File: config.mk
export PLATFORM = sky130hd
export DESIGN_NAME = card_match_ctrl
export DESIGN_NICKNAME = d
export VERILOG_FILES = /design/src/rtl/card_match_ctrl.sv
export SDC_FILE = /design/constraint.sdc
export NUM_CORES = 1
export LEC_CHECK = 0
export CAP_MARGIN = 30
export CORE_MARGIN = 8
export CORE_UTILIZATION = 30
export CTS_CLUSTER_DIAMETER = 80
export CTS_CLUSTER_SIZE = 8
export DETAILED_ROUTE_END_ITERATION = 16
export DONT_BUFFER_PORTS = 1
export GPL_TIMING_DRIVEN = 0
export REMOVE_ABC_BUFFERS = 1
export SLEW_MARGIN = 15
export SYNTH_ARGS = -nofsm -noshare
export SYNTH_HDL_FRONTEND = slang
export SYNTH_SLANG_ARGS = --single-unit
export TNS_END_PERCENT = 100
File: constraint.sdc
create_clock -name clk -period 10.3 [get_ports clk]
set_input_delay 1.545 -clock clk [delete_from_list [all_inputs] [get_ports clk]]
set_output_delay 1.545 -clock clk [all_outputs]
set_load 0.01 [all_outputs]
File: src/rtl/card_match_ctrl.sv
// card_match_ctrl -- control FSM for a 16-card memory (pairs) game.
//
// A shuffled 16 x 3-bit symbol map is latched on map_load, which also starts
// a new game. The player flips two cards; equal symbols stay up as matched,
// unequal ones are shown for HIDE_CYCLES cycles and then turned back down.
//
// Ports
//   clk, resetn      rising-edge clock, async active-low reset
//   map[0:47]        symbol map, card i = map[3i +: 3] (bit 3i is the MSB)
//   map_load         pulse: latch map, clear board, enter WAIT_FIRST
//   sel_valid/idx    player selection strobe and card index
//   sel_ready        high while a selection can be taken
//   face_up/matched  per-card revealed / matched flags
//   disp_idx/sym     combinational symbol lookup into the latched map
//   match_pulse      one-cycle strobe: pair matched
//   miss_pulse       one-cycle strobe: pair differed
//   moves            completed pair attempts, saturating at 255
//   game_won         high while in WIN
module card_match_ctrl #(
  parameter logic [25:0] HIDE_CYCLES = 26'd50_000_000
) (
  input  logic        clk,
  input  logic        resetn,
  input  logic [0:47] map,
  input  logic        map_load,
  input  logic        sel_valid,
  input  logic [3:0]  sel_idx,
  output logic        sel_ready,
  output logic [15:0] face_up,
  output logic [15:0] matched,
  input  logic [3:0]  disp_idx,
  output logic [2:0]  disp_sym,
  output logic        match_pulse,
  output logic        miss_pulse,
  output logic [7:0]  moves,
  output logic        game_won
);

  typedef enum logic [2:0] {
    IDLE, WAIT_FIRST, WAIT_SECOND, COMPARE, SHOW, WIN
  } state_t;

  state_t      state, state_n;
  logic [0:47] map_q, map_n;
  logic [15:0] face_n, match_n;
  logic [7:0]  moves_n;
  logic        mp_n, xp_n;
  logic [25:0] cnt, cnt_n;
  logic [3:0]  first_idx, first_n, second_idx, second_n;
  logic        accept;

  // Base bit of card i is 3*i, built as i + 2i to keep the index 6 bits wide.
  function automatic logic [2:0] sym_at(input logic [0:47] m, input logic [3:0] i);
    logic [5:0] b;
    b = {2'b00, i} + {1'b0, i, 1'b0};
    return m[b +: 3];
  endfunction

  assign sel_ready = (state == WAIT_FIRST) || (state == WAIT_SECOND);
  assign game_won  = (state == WIN);
  assign disp_sym  = sym_at(map_q, disp_idx);
  assign accept    = sel_valid && sel_ready && !face_up[sel_idx] && !matched[sel_idx];

  always_comb begin
    state_n  = state;
    map_n    = map_q;
    face_n   = face_up;
    match_n  = matched;
    moves_n  = moves;
    mp_n     = 1'b0;
    xp_n     = 1'b0;
    cnt_n    = cnt;
    first_n  = first_idx;
    second_n = second_idx;
    // map_load wins over everything, including a same-cycle selection.
    if (map_load) begin
      state_n = WAIT_FIRST;
      map_n   = map;
      face_n  = '0;
      match_n = '0;
      moves_n = '0;
      cnt_n   = '0;
    end else begin
      case (state)
        WAIT_FIRST: if (accept) begin
          face_n[sel_idx] = 1'b1;
          first_n         = sel_idx;
          state_n         = WAIT_SECOND;
        end
        WAIT_SECOND: if (accept) begin
          face_n[sel_idx] = 1'b1;
          second_n        = sel_idx;
          if (moves != 8'hFF) moves_n = moves + 8'd1;
          state_n         = COMPARE;
        end
        COMPARE: begin
          if (sym_at(map_q, first_idx) == sym_at(map_q, second_idx)) begin
            match_n[first_idx]  = 1'b1;
            match_n[second_idx] = 1'b1;
            mp_n    = 1'b1;
            state_n = (&match_n) ? WIN : WAIT_FIRST;
          end else begin
            xp_n    = 1'b1;
            // Counts down to zero, so SHOW spans exactly HIDE_CYCLES cycles.
            cnt_n   = HIDE_CYCLES - 26'd1;
            state_n = SHOW;
          end
        end
        SHOW: begin
          if (cnt == '0) begin
            face_n[first_idx]  = 1'b0;
            face_n[second_idx] = 1'b0;
            state_n            = WAIT_FIRST;
          end else begin
            cnt_n = cnt - 26'd1;
          end
        end
        default: ;  // IDLE and WIN wait for map_load
      endcase
    end
  end

  always_ff @(posedge clk or negedge resetn) begin
    if (!resetn) begin
      state       <= IDLE;
      map_q       <= '0;
      face_up     <= '0;
      matched     <= '0;
      moves       <= '0;
      match_pulse <= 1'b0;
      miss_pulse  <= 1'b0;
      cnt         <= '0;
      first_idx   <= '0;
      second_idx  <= '0;
    end else begin
      state       <= state_n;
      map_q       <= map_n;
      face_up     <= face_n;
      matched     <= match_n;
      moves       <= moves_n;
      match_pulse <= mp_n;
      miss_pulse  <= xp_n;
      cnt         <= cnt_n;
      first_idx   <= first_n;
      second_idx  <= second_n;
    end
  end

endmodule

==> impl_metrics.csv <==
group,metric,value,unit
setup_path,reg2reg_slack,4.71,ns
sta,rsz0062_at_grt,"false",
setup_path,critical_path_arrival,4.29,ns
clock_tree,cts_tree,"done",
layout,final_common_cell,"dfrtp_1",
clock_tree,htree_levels,4,
sta,drv_slew,0,
setup_path,cp-endpoint,"disp_sym[0]",
yosys,ys.flop_type,"dfrtp_1",
layout,layout_common_cells,"dfrtp_1 (125), mux4_2 (85), mux2_2 (67), nor2_1 (66), nand2_1 (60)",
grt,overflow,0,
layout,syn_to_final_growth,9.77,%
sta,relSlewSlack,0.393,
setup_path,endpoint_kind,"primary output",
placed_design,dp_hpwl,21.0,mm
layout,nets,989,
layout,fin_cells,1364,
flow_run,drv_cap,0,
yosys,ys_types,75,
floorplanning,initial_core_util,0.304,
layout,fin_util,0.333,
power,power_frac_seq,0.197,
yosys,async_reset_ff_frac,1.00,
layout,post-route-cell-area,11100,sq um
worst_hold_path,hp-class,"flip-flop to flip-flop",
layout,multi_input_area,6600,sq um
power,netSwitchingPower,1.70,mW
clock_tree,postCtsHoldBufs,0,
drt,drc,0,
drt,drtPass1Iterations,7,
floorplanning,dieArea,39900,sq um
power,p_comb_frac,0.633,
drt,wl_met1,12.8,mm
setup_path,start_kind,"primary input",
clock_tree,cts.sinks,127,
drt,routed-wl-met3,2.56,mm
clock_tree,numCtsBuffers,17,
clock_tree,clkTransAtPathRegs,0.07,ns
drt,antenna_left,0,
yosys,seq_area_frac_synth,0.314,
setup_path,r2r_start,"second_idx[0]",
layout,final-seq-area,3180,sq um
drt,wl_met2,14.2,mm
placed_design,gp_congestion,0.853,
sta,post-route-period-util,0.567,
yosys,synth-seq-cells,127,
floorplanning,num_rows,67,
placed_design,portBuffers,0,
floorplanning,die_h,200,um
grt,grt_antenna_before_repair,3,
grt,grt_pass1_wl,47.4,mm
floorplanning,ios,107,
drt,drt_iter0_drc,827,
yosys,avgSynthCellArea,10.7,sq um
drt,vias_per_cell,5.99,
layout,drive_gt1_frac,0.237,
sta,finClkSkew,0.0112,ns
power,p_sw_frac,0.468,
sta,period_minus_slack,5.84,ns
setup_path,crit_fanout,41,
yosys,syn_area,10100,sq um
grt,grt_usage,0.151,
drt,routed.top_layer,"met5",
power,p_int,1.92,mW
sta,hold_slack,0.537,ns
setup_path,path_class,"primary input to primary output",
power,leakagePower,4.28,nW
sta,setup_viol_count_final,0,
drt,detail_route.wl_per_cell,21.9,um
clock_tree,clockBufferDepth,2,
clock_tree,clockRootBuffer,"clkbuf_16",
yosys,ys_warn_count,0,
floorplanning,die_x,200,um
clock_tree,clkLatencyLatePin,0.44,ns
grt,grt_pass1_vias,7836,
setup_path,worstPathRequired,8.76,ns
setup_path,r2r_end,"cnt[1]",
drt,vias,8169,
clock_tree,ctsResizeCount,0,
layout,nFillCells,3413,
sta,hold_viol_final,0,
power,vdd_drop_max,262,uV
sta,worstMarginPinSlew,0.905,ns
sta,timing.setup.tns,0,ns
sta,max_freq,171,MHz
placed_design,placed_cell_area,10500,sq um
power,p_clk_frac,0.171,
yosys,synth_cells,946,
grt,grt_start_max_net_pins,128,
status,run_status,"finished clean",
floorplanning,core_area,33400,sq um
power,power_density,326,nW/um^2
placed_design,place_inst,1330,
clock_tree,cts_setup_buffers,0,
yosys,synth-edff-count,0,
setup_path,rr_worst_depth,13,
setup_path,setup.worst_path.start,"disp_idx[0]",
drt,routed_wirelength,29.9,mm
routing by layer:
layer,global-route usage,vias to the layer above
met5,0,-
met4,0.0289,4
met3,0.0466,25
met2,0.236,315
met1,0.205,4174
li1,-,3651
cells in the mapped netlist, drive strengths merged (12+ instances only):
cell    number  area share
a211oi      17       0.013
nand3       35       0.017
mux2        67       0.074
o22a        16       0.014
a22o        25       0.022
a21oi       45       0.024
ha          24       0.030
nor2        67       0.025
a32o        20       0.020
nor3        22       0.012
dfrtp      127        0.31
clkbuf      45       0.017
mux4        85        0.19
or3         12      0.0074
o22ai       13      0.0080
nand2       60       0.022
mux2i       35       0.035
inv         23      0.0085
buf         26       0.014
o21ai       27       0.013
how the worst min path moves through the flow:
stage                     slack (ns)     end    from  depth (start not counted)
after floorplan                 0.49  cnt[8]  cnt[8]                          2
after global placement          0.52  cnt[1]  cnt[1]                          1
after detailed placement        0.53  cnt[1]  cnt[1]                          1
after CTS                       0.54  cnt[1]  cnt[1]                          1
after global routing            0.58  cnt[1]  cnt[1]                          1
final                           0.54  cnt[1]  cnt[1]                          1
cell families (layout without fill, tap and decap cells):
logic type,Yosys count,after routing,share of synthesized area
adder cells (fa/ha/maj),27,27,0.0356
buffers and inverters,95,64,0.0393
flip-flops,127,127,0.314
AO/OA/AOI/OAI,234,234,0.172
multiplexers,187,187,0.298
other,0,1,0
XOR/XNOR,17,17,0.0154
AND/OR/NAND/NOR,259,259,0.126
per-stage QoR:
| step | setup slack, ns | power, mW |
|---|---|---|
| after CTS | 4.41 | 3.62 |
| after floorplan | 4.67 | 2.39 |
| after global routing | 4.27 | 3.85 |
| after detailed placement | 4.46 | 2.99 |
| final | 4.47 | 3.62 |
| after global placement | 3.38 | 2.90 |
sequential cells by signal, summed over array words and instances (netlist names):
register     flops
map_q           48
cnt             26
face_up         16
matched         16
moves            8
first_idx        4
second_idx       4
state            3
match_pulse      1
miss_pulse       1
final cells by class:
type                       count  share of cell area
antenna                        1            0.000225
clock inverter                15              0.0143
sequential                   127               0.286
inverter                      24             0.00810
timing repair buffer           8             0.00968
tap                          448              0.0504
multi-input combinational    724               0.593
clock buffer                  17              0.0383
power groups by stage:
stage	Sequential, mW	Clock, mW	Combinational, mW
4_1_cts	0.711	0.629	2.28
3_5_place_dp	0.721	0	2.27
5_1_grt	0.730	0.648	2.47
3_3_place_gp	0.746	0	2.15
6_report	0.712	0.617	2.29
2_1_floorplan	0.690	0	1.70
worst max-delay path, cell delays in order:
cell and delay (ns):
ha_2 0.17, fa_1 0.43, xor2_2 0.72, mux4_2 0.59, a21oi_1 0.24, a21oi_1 0.11, o21ai_0 0.47
Power figures use the tool's default switching activity.
